==> src/rtl/elevator_fsm.sv <==
// Four-floor elevator controller: locates the car, serves latched requests with a
// direction-preferring sweep, and times the door. Optional home return: ELEV_HOME_RETURN_EN.
module elevator_fsm #(
  parameter int DOOR_CYCLES = 8,
  parameter int IDLE_CYCLES = 64
) (
  input  logic       clk,
  input  logic       reset,
  input  logic       S1,
  input  logic       S2,
  input  logic       S3,
  input  logic       S4,
  input  logic       U1,
  input  logic       U2,
  input  logic       U3,
  input  logic       U4,
  input  logic       D1,
  input  logic       D2,
  input  logic       D3,
  input  logic       D4,
  input  logic       F1,
  input  logic       F2,
  input  logic       F3,
  input  logic       F4,
  output logic       up,
  output logic       down,
  output logic       stop,
  output logic       open_door,
  output logic [1:0] floor,
  output logic [3:0] clr
);

  localparam logic [2:0] ST_INIT      = 3'd0;
  localparam logic [2:0] ST_IDLE      = 3'd1;
  localparam logic [2:0] ST_MOVE_UP   = 3'd2;
  localparam logic [2:0] ST_MOVE_DOWN = 3'd3;
  localparam logic [2:0] ST_DOOR      = 3'd4;

  localparam logic DIR_UP   = 1'b1;
  localparam logic DIR_DOWN = 1'b0;

  localparam int DW = (DOOR_CYCLES > 1) ? $clog2(DOOR_CYCLES) : 1;

  function automatic logic [3:0] above_mask(input logic [1:0] f);
    case (f)
      2'd0:    above_mask = 4'b1110;
      2'd1:    above_mask = 4'b1100;
      2'd2:    above_mask = 4'b1000;
      default: above_mask = 4'b0000;
    endcase
  endfunction

  function automatic logic [3:0] below_mask(input logic [1:0] f);
    case (f)
      2'd0:    below_mask = 4'b0000;
      2'd1:    below_mask = 4'b0001;
      2'd2:    below_mask = 4'b0011;
      default: below_mask = 4'b0111;
    endcase
  endfunction

  function automatic logic [3:0] floor_onehot(input logic [1:0] f);
    floor_onehot = 4'b0001 << f;
  endfunction

  logic [2:0]    state_r, state_s;
  logic [1:0]    floor_r, floor_s, cur_s, sens_idx_s;
  logic          dir_r, dir_s;
  logic [DW-1:0] door_cnt_r, door_cnt_s;
  logic          up_r, up_s, down_r, down_s, stop_r, stop_s, open_r, open_s;
  logic [3:0]    clr_r, clr_s;
  logic [3:0]    sens_s, u_s, d_s, f_s, pend_s;
  logic          sens_one_s, home_eff_s;

`ifdef ELEV_HOME_RETURN_EN
  localparam int IW = $clog2(IDLE_CYCLES + 1);
  logic [IW-1:0] idle_cnt_r, idle_cnt_s;
  logic          home_r, home_s;
  // A pending request cancels the home trip so it is served normally.
  assign home_eff_s = home_r && (pend_s == 4'b0000);
`else
  assign home_eff_s = 1'b0;
`endif

  assign sens_s     = {S4, S3, S2, S1};
  assign u_s        = {U4, U3, U2, U1};
  assign d_s        = {D4, D3, D2, D1};
  assign f_s        = {F4, F3, F2, F1};
  assign pend_s     = u_s | d_s | f_s;
  assign sens_one_s = (sens_s != 4'b0000) && ((sens_s & (sens_s - 4'd1)) == 4'b0000);

  // Sensor index decode; only meaningful when exactly one sensor is high.
  always_comb begin
    case (sens_s)
      4'b0010: sens_idx_s = 2'd1;
      4'b0100: sens_idx_s = 2'd2;
      4'b1000: sens_idx_s = 2'd3;
      default: sens_idx_s = 2'd0;
    endcase
  end

  // Next-state and next-output logic; outputs are computed for the state being entered.
  always_comb begin
    state_s    = state_r;
    floor_s    = floor_r;
    dir_s      = dir_r;
    door_cnt_s = door_cnt_r;
    cur_s      = floor_r;
    up_s       = 1'b0;
    down_s     = 1'b0;
    stop_s     = 1'b1;
    open_s     = 1'b0;
    clr_s      = 4'b0000;
`ifdef ELEV_HOME_RETURN_EN
    idle_cnt_s = '0;
    home_s     = home_eff_s;
`endif
    case (state_r)
      ST_INIT: begin
        if (sens_one_s) begin
          floor_s = sens_idx_s;
          state_s = ST_IDLE;
        end else begin
          down_s = 1'b1;
          stop_s = 1'b0;
        end
      end
      ST_IDLE: begin
        cur_s   = sens_one_s ? sens_idx_s : floor_r;
        floor_s = cur_s;
        if (pend_s[cur_s]) begin
          state_s    = ST_DOOR;
          door_cnt_s = '0;
          open_s     = 1'b1;
          clr_s      = floor_onehot(cur_s);
        end else if (((dir_r == DIR_UP) && ((pend_s & above_mask(cur_s)) != 4'b0000)) ||
                     ((dir_r == DIR_DOWN) && ((pend_s & below_mask(cur_s)) == 4'b0000) &&
                      ((pend_s & above_mask(cur_s)) != 4'b0000))) begin
          state_s = ST_MOVE_UP;
          dir_s   = DIR_UP;
          up_s    = 1'b1;
          stop_s  = 1'b0;
        end else if ((pend_s & below_mask(cur_s)) != 4'b0000) begin
          state_s = ST_MOVE_DOWN;
          dir_s   = DIR_DOWN;
          down_s  = 1'b1;
          stop_s  = 1'b0;
        end else begin
`ifdef ELEV_HOME_RETURN_EN
          if (cur_s != 2'd0) begin
            if (idle_cnt_r == IW'(IDLE_CYCLES - 1)) begin
              state_s = ST_MOVE_DOWN;
              dir_s   = DIR_DOWN;
              down_s  = 1'b1;
              stop_s  = 1'b0;
              home_s  = 1'b1;
            end else begin
              idle_cnt_s = idle_cnt_r + IW'(1);
            end
          end else begin
            idle_cnt_s = '0;
          end
`else
          state_s = ST_IDLE;
`endif
        end
      end
      ST_MOVE_UP: begin
        dir_s  = DIR_UP;
        up_s   = 1'b1;
        stop_s = 1'b0;
        if (sens_one_s && (sens_idx_s != floor_r)) begin
          floor_s = sens_idx_s;
          if (f_s[sens_idx_s] || u_s[sens_idx_s] || (sens_idx_s == 2'd3) ||
              ((pend_s & above_mask(sens_idx_s)) == 4'b0000)) begin
            state_s    = ST_DOOR;
            door_cnt_s = '0;
            up_s       = 1'b0;
            stop_s     = 1'b1;
            open_s     = 1'b1;
            clr_s      = floor_onehot(sens_idx_s);
          end else begin
            state_s = ST_MOVE_UP;
          end
        end else begin
          state_s = ST_MOVE_UP;
        end
      end
      ST_MOVE_DOWN: begin
        dir_s  = DIR_DOWN;
        down_s = 1'b1;
        stop_s = 1'b0;
        if (sens_one_s && (sens_idx_s != floor_r)) begin
          floor_s = sens_idx_s;
          if (home_eff_s) begin
            // Home trip ends at the ground floor without opening the door.
            if (sens_idx_s == 2'd0) begin
              state_s = ST_IDLE;
              down_s  = 1'b0;
              stop_s  = 1'b1;
`ifdef ELEV_HOME_RETURN_EN
              home_s  = 1'b0;
`endif
            end else begin
              state_s = ST_MOVE_DOWN;
            end
          end else if (f_s[sens_idx_s] || d_s[sens_idx_s] || (sens_idx_s == 2'd0) ||
                       ((pend_s & below_mask(sens_idx_s)) == 4'b0000)) begin
            state_s    = ST_DOOR;
            door_cnt_s = '0;
            down_s     = 1'b0;
            stop_s     = 1'b1;
            open_s     = 1'b1;
            clr_s      = floor_onehot(sens_idx_s);
          end else begin
            state_s = ST_MOVE_DOWN;
          end
        end else begin
          state_s = ST_MOVE_DOWN;
        end
      end
      ST_DOOR: begin
        if (door_cnt_r == DW'(DOOR_CYCLES - 1)) begin
          state_s = ST_IDLE;
        end else begin
          door_cnt_s = door_cnt_r + DW'(1);
          open_s     = 1'b1;
          clr_s      = floor_onehot(floor_r);
        end
      end
      default: begin
        state_s = ST_INIT;
      end
    endcase
  end

  // State and registered outputs with synchronous active-low reset.
  always_ff @(posedge clk) begin
    if (!reset) begin
      state_r    <= ST_INIT;
      floor_r    <= 2'd0;
      dir_r      <= DIR_UP;
      door_cnt_r <= '0;
      up_r       <= 1'b0;
      down_r     <= 1'b0;
      stop_r     <= 1'b1;
      open_r     <= 1'b0;
      clr_r      <= 4'b0000;
`ifdef ELEV_HOME_RETURN_EN
      idle_cnt_r <= '0;
      home_r     <= 1'b0;
`endif
    end else begin
      state_r    <= state_s;
      floor_r    <= floor_s;
      dir_r      <= dir_s;
      door_cnt_r <= door_cnt_s;
      up_r       <= up_s;
      down_r     <= down_s;
      stop_r     <= stop_s;
      open_r     <= open_s;
      clr_r      <= clr_s;
`ifdef ELEV_HOME_RETURN_EN
      idle_cnt_r <= idle_cnt_s;
      home_r     <= home_s;
`endif
    end
  end

  assign up        = up_r;
  assign down      = down_r;
  assign stop      = stop_r;
  assign open_door = open_r;
  assign floor     = floor_r;
  assign clr       = clr_r;

endmodule

==> config.mk <==
export PLATFORM = sky130hd
export DESIGN_NAME = elevator_fsm
export DESIGN_NICKNAME = d
export VERILOG_FILES = /design/src/rtl/elevator_fsm.sv
export SDC_FILE = /design/constraint.sdc
export NUM_CORES = 1
export LEC_CHECK = 0
export BUFFER_PORTS_ARGS = -buffer_cell sky130_fd_sc_hd__buf_2
export CAP_MARGIN = 40
export CORE_ASPECT_RATIO = 1.5
export CORE_MARGIN = 2
export CORE_UTILIZATION = 30
export CTS_CLUSTER_SIZE = 12
export DETAILED_ROUTE_END_ITERATION = 10
export HOLD_SLACK_MARGIN = 0.08
export PLACE_DENSITY_LB_ADDON = 0.12
export SETUP_SLACK_MARGIN = 0.4
export SYNTH_ARGS = -nofsm -noshare
export SYNTH_HDL_FRONTEND = slang
export SYNTH_SLANG_ARGS = --single-unit
==> constraint.sdc <==
create_clock -name clk -period 5.04 [get_ports clk]
set_input_delay 1.26 -clock clk [delete_from_list [all_inputs] [get_ports clk]]
set_output_delay 1.26 -clock clk [all_outputs]
set_load 0.01 [all_outputs]
# [Yosys cells after proc, flatten, opt, wreduce, memory -nomap -nowiden]
# Cells that the tools add are included.
[word_totals] register_bits=17 inputBits=18
[classes] n_addsub=2 magnitude_cmp=2 eq_ne=25 shifts=3 muxes=79 n_bitwise=9 reduce_logical=31
[op_table] op="two-way mux 4 bit" count=17
[op_table] op="two-way mux 3 bit" count=13
[op_table] op="two-way mux 1 bit" count=27
[op_table] op="bitwise AND 4 bit" count=6
[op_table] op="case mux 4 bit (3 select lines)" count=2
[op_table] op="inequality test 2 bit (second input constant)" count=9
[op_table] op="case mux 3 bit (3 select lines)" count=2
[op_table] op="logical NOT 4 bit" count=4
[op_table] op="case mux 4 bit (4 select lines)" count=1
[op_table] op="nonzero test 4 bit" count=4
[op_table] op="case mux 3 bit (5 select lines)" count=1
[op_table] op="case mux 3 bit (4 select lines)" count=1
[op_table] op="left shift 1 x 2 -> 4 bit (first input constant)" count=3
[op_table] op="binary-select mux 1 bit (select 2 bit)" count=4
[op_table] op="two-way mux 2 bit" count=4
[op_table] op="bitwise OR 4 bit" count=2
[op_table] op="case mux 1 bit (4 select lines)" count=2
[op_table] op="logical OR 1 bit" count=7
[op_table] op="AND reduction 7 bit" count=1
[op_table] op="equality test 2 bit (second input constant)" count=3
[op_table] op="equality test 3 x 2 -> 1 bit (second input constant)" count=2
[op_table] op="equality test 3 bit (second input constant)" count=2
[op_table] op="< comparator 2 x 3 -> 1 bit (second input constant)" count=2
[op_table] op="case mux 1 bit (3 select lines)" count=2
[op_table] op="other kinds (22)" count=30

# [Logic depth before layout (Yosys ltp)]
[depth] ltp_word=23 mapped_depth=9 mapped_depth_nobuf=8

# [Worst setup path after synthesis]
# No wires, ideal clock.
[synth_path] path_type="input-to-reg" from="in S3" to="reg door_cnt_r[0]" t_arrival_ns=3.035 path_slack_ns=1.934 path_stages=8 cell_sequence="buf_2 or4b_4 buf_6 o221a_4 nor4_4 o21ai_2 o311ai_4 mux2i_1"
[synth_via] elab_chain_cells=11 word_cells_on_any_way=46 cone_classes="1 x add/sub; 12 x eq/ne; 16 x mux; 3 x bitwise; 14 x reduce/logical"
[synth_rtl] element="start: declaration" line_no="11" rtl="input logic S3,"
[synth_rtl] element="equality test 4 bit (tied with other cells)" line_no="94" rtl="case (sens_s)"
[synth_rtl] element="case mux 2 bit (3 select lines)" line_no="94"
[synth_rtl] element="equality test 2 bit (tied with other cells)" line_no="45, 54"
[synth_rtl] element="case mux 3 bit (3 select lines) / case mux 4 bit (3 select lines) (equally long branches)" line_no="54, 45"
[synth_rtl] element="two-way mux 4 bit, on equally long branches" line_no="193, 172"
[synth_rtl] element="two-way mux 4 bit" line_no="118" rtl="case (state_r)"
[synth_rtl] element="bitwise AND 4 bit, on equally long branches" line_no="208, 175"
[synth_rtl] element="logical NOT 4 bit, on equally long branches" line_no="208, 175"
[synth_rtl] element="logical OR 1 bit, on equally long branches" line_no="207, 174"
[synth_rtl] element="inequality test 2 bit (no line)"
[synth_rtl] element="AND reduction 7 bit (no line) (*)"
[synth_rtl] element="end signal: assignment" line_no="257" rtl="door_cnt_r <= door_cnt_s;"
[synth_rtl] element="end: declaration" line_no="69" rtl="logic [DW-1:0] door_cnt_r, door_cnt_s;"
# Every way passes the cells marked *; elsewhere a longest branch is shown, timed or not. The select of a mux whose other input is x is not followed.
# A chain may end at the register's enable or synchronous reset.

# [Worst setup path in the final report]
[layout_path] from="in S3" to="reg dir_r"
[layout_via] elab_chain_cells=17 word_cells_on_any_way=40 cone_classes="1 x add/sub; 7 x eq/ne; 16 x mux; 4 x bitwise; 12 x reduce/logical"
[layout_rtl] element="subtractor 4 x 1 -> 4 bit" line_no="90" rtl="assign sens_one_s = (sens_s != 4'b0000) && ((sens_s & (sens_s - 4'd1)) == 4'b0000);"
[layout_rtl] element="bitwise AND 4 bit" line_no="90"
[layout_rtl] element="logical NOT 4 bit" line_no="90"
[layout_rtl] element="logical AND 1 bit" line_no="90"
[layout_rtl] element="two-way mux 2 bit (*)"
[layout_rtl] element="equality test 2 bit (tied with other cells)" line_no="45, 54"
[layout_rtl] element="case mux 3 bit (3 select lines)" line_no="54" rtl="case (f)"
[layout_rtl] element="two-way mux 4 bit" line_no="131" rtl="if (pend_s[cur_s]) begin"
[layout_rtl] element="two-way mux 4 bit" line_no="118"
[layout_rtl] element="bitwise AND 4 bit" line_no="137" rtl="((dir_r == DIR_DOWN) && ((pend_s & below_mask(cur_s)) == 4'b0000) &&"
[layout_rtl] element="logical NOT 4 bit" line_no="137"
[layout_rtl] element="logical AND 1 bit (2 in series)" line_no="137"
[layout_rtl] element="logical OR 1 bit" line_no="136" rtl="end else if (((dir_r == DIR_UP) && ((pend_s & above_mask(cur_s)) != 4'b0000)) ||"
[layout_rtl] element="two-way mux 1 bit" line_no="136"
[layout_rtl] element="two-way mux 1 bit" line_no="131"
[layout_rtl] element="case mux 1 bit (3 select lines)" line_no="118"
[layout_rtl] element="end signal: assignment" line_no="256" rtl="dir_r <= dir_s;"
[layout_rtl] element="end: declaration" line_no="68" rtl="logic dir_r, dir_s;"
# Marks and branches as above.

==> impl_results.md <==
* First-pass GRT wire length at ~8.5 mm
* Count of nets after finishing at 251
* CTS Buffer Depth at 2
* Root Buffer: clkbuf_8
* Crit start category: input port
* Final hold vios at 0
* # resized after CTS at 0
* Most frequent cells after synthesis: nand2_1, dfxtp_1, nor2_1
* Global Route Usage Sum at 17.9%
* Post-CTS setup buffer count at 0
* Cell count after placement at between 200 and 300
* Fmax at approximately 290 MHz
* Vias in the first global route at around 1700
* Register area share after synthesis at between 20 and 25%
* Congestion Overflow GR at 0
* Hold buffers post-CTS at 0
* Port bufs at 27
* Final ANT Viol Nets at 0
* Initial Utilization at 30.5%
* Period Utilization, post-route at 67.7%
* Count leader, synth: nand2_1
* Crit-path cells: buf_2 -> nor4b_1 -> a21oi_1 -> nand3_1 -> a211oi_1 -> o2111a_1 -> a2111oi_0 -> a311oi_1
* Total Wirelength at roughly 5.3 mm
* Die Area at ~6000 µm²
* Largest net degree at the start of global routing at 23
* Syn-to-layout area delta at 10.8%
* Pwr/cell area at roughly 240 nW/µm²
* Worst Path Required at roughly 5200 ps
* Worst-Skew Late Latency at approximately 250 ps
* Relative slew slack at between 40% and 50%
* Share of the synthesized area in the top cell type at between 20 and 25%
* Core Area at approximately 5400 µm²
* Cell family with most CP delay: compound AO/OA/AOI/OAI gates
* Die Span Y at around 95 µm
* Power, Total at 0.438 mW
* Cells after Synth at between 200 and 250
* Count of cell types in the netlist at between 60 and 70
* RR Startpoint: floor[0]$_SDFFE_PN0P_
* Worst setup path startpoint: S3
* DRT iter0 DRCs at 86
* Worst-path clk slew at ~70 ps
* Synthesized Nets at roughly 240
* Ys async rst share at 0%
* Crit path max fanout at 19
* Clock skew at 2.20 ps
* Buf/Inv on CP at 1
* # IOs at 28
* RSZ-0062 raised after global routing: false
* Total CTS buffers at 3
* Slew of the pin with the lowest slew margin at 783 ps
* Worst Setup Path Type: in -> reg
* CP endpoint kind: register
* DP HPWL at approximately 4.3 mm
* Htree depth at 1
* DP Worst Slack at 1470 ps
* Outcome: finished, final reports clean
* Placement Cell Area at 1770 µm²
* Initial antenna violation count at 0
* Max Cap Viol at 0
* EDFF count, synth at 0
* Final max-slew violation count at 0
* Synth area leaders: dfxtp_1, nand2_1, o21ai_0
* Final routed DRC violation total at 0
* Ys Warns at 0
* Routed via count at roughly 1700
* Final setup fails at 0
* WP depth at 8
* Setup crit end: dir_r$_SDFFE_PN1P_
* Min-delay worst type: reg -> reg
* N_diodes at 0
* FF+latch count, synth at 17
* Via density at between 5 and 6
* Non-Filler Instances at 300
* Final min period at approximately 3400 ps
* WP data arrival at about 3500 ps
* Total clock sinks at 17
* CTS tree: done
* Final Cell Area at ~1800 µm²
* Leak at a little under 0.7 nW
* R2R Setup Slk at 2690 ps
* Syn_area_per_cell at about 7.6 µm²
* DRT Pass-1 Iters at 4
* Die W at 64.4 µm
* Worst VDD drop at between 0.07 and 0.08 mV
* CP max-delay cell: nor4b_1
* Top_reg_cell synth: dfxtp_1
* Cell accounting for the most synthesized area: dfxtp_1
* Mapped Area at between 1500 and 2000 µm²
* Worst-case reg-to-reg path depth at 6
* Reg2reg end: floor[0]$_SDFFE_PN0P_
* Share of layout cells above drive strength 1 at 20.0%
* Max incr delay on CP at 580 ps
* Setup TNS Final at 0 ps
* Number of core rows at 33
* RePlAce Congestion at around 0.85
* Final worst slack at about 1600 ps
* Drt wl/cell at around 18 µm
[stage by stage]
step	util (%)	hold slack, ps
final	33.8	469
after global routing	33.8	509
after CTS	33.8	475
after detailed placement	33.0	464
after global placement	33.0	453
after floorplan	-	442
[layout by cell type (no fill, tap or decap), types with 3 or more instances in the layout]
cell       n
nand2_1   19
inv_1      6
nor2_1    16
nor2b_1    6
nand4_1    9
clkbuf_8   3
a21oi_1   11
or3_1      5
mux2i_1    4
o22ai_1    3
dfxtp_1   17
o21ai_0   14
nand3_1   11
or2_2      3
a31oi_1    4
nor3_1     8
nor3b_1    4
a211oi_1   3
o31ai_1    3
buf_2     27
[registers in the layout (all words and copies together), names as in the netlist]
register	cells
clr	4
door_cnt_r	3
state_r	3
floor	2
dir_r	1
down	1
open_door	1
stop	1
up	1
[layer usage]
metal	share of wire (%)	global-route usage, %	up-vias
met5	0	0	-
met4	3.1	7.09	0
met3	3.6	1.31	10
met2	55	36.2	67
met1	39	18.7	807
li1	-	-	856
[report_power, final]
part	switching, mW	internal [mW]	leakage [nW]	total, mW
Sequential	0.0183	0.145	0.138	0.163
Clock	0.0473	0.0549	0.0255	0.102
Combinational	0.108	0.0646	0.526	0.173
[worst min-delay path by stage]
stage	startpoint	end	slack, ps	cells after the start
4_1_cts	door_cnt_r[2]$_SDFFE_PN0P_	door_cnt_r[2]$_SDFFE_PN0P_	480	2
5_1_grt	door_cnt_r[1]$_SDFFE_PN0P_	door_cnt_r[1]$_SDFFE_PN0P_	510	2
2_1_floorplan	door_cnt_r[1]$_SDFFE_PN0P_	door_cnt_r[1]$_SDFFE_PN0P_	440	2
6_report	door_cnt_r[2]$_SDFFE_PN0P_	door_cnt_r[2]$_SDFFE_PN0P_	470	2
3_3_place_gp	door_cnt_r[1]$_SDFFE_PN0P_	door_cnt_r[1]$_SDFFE_PN0P_	450	2
3_5_place_dp	door_cnt_r[2]$_SDFFE_PN0P_	door_cnt_r[2]$_SDFFE_PN0P_	460	2
[layout make-up]
cell class / count / area, µm²
multi-input combinational: 176 / 1180
clock buffer: 3 / 41.3
sequential: 17 / 340
tap: 70 / 87.6
timing repair buffer: 27 / 135
inverter: 6 / 22.5
fill: 611 / 3550
clock inverter: 1 / 5.00
[worst register-to-register path, delay by kind of cell, from the launching register on]
| kind | cells | cell delay, ps |
|---|---|---|
| AO/OA/AOI/OAI | 5 | 1320 |
| flip-flops | 1 | 640 |
| AND/OR/NAND/NOR | 1 | 270 |
[cells by family after synthesis]
group,synth area share [%]
AOI/OAI and AO/OA,32.2
xor gates and xnor gates,1.60
adders and majority gates,1.53
buffers and inverters,7.02
DFF,20.8
muxes,2.44
and+or+nand+nor,34.4
Power figures use the tool's default switching activity.
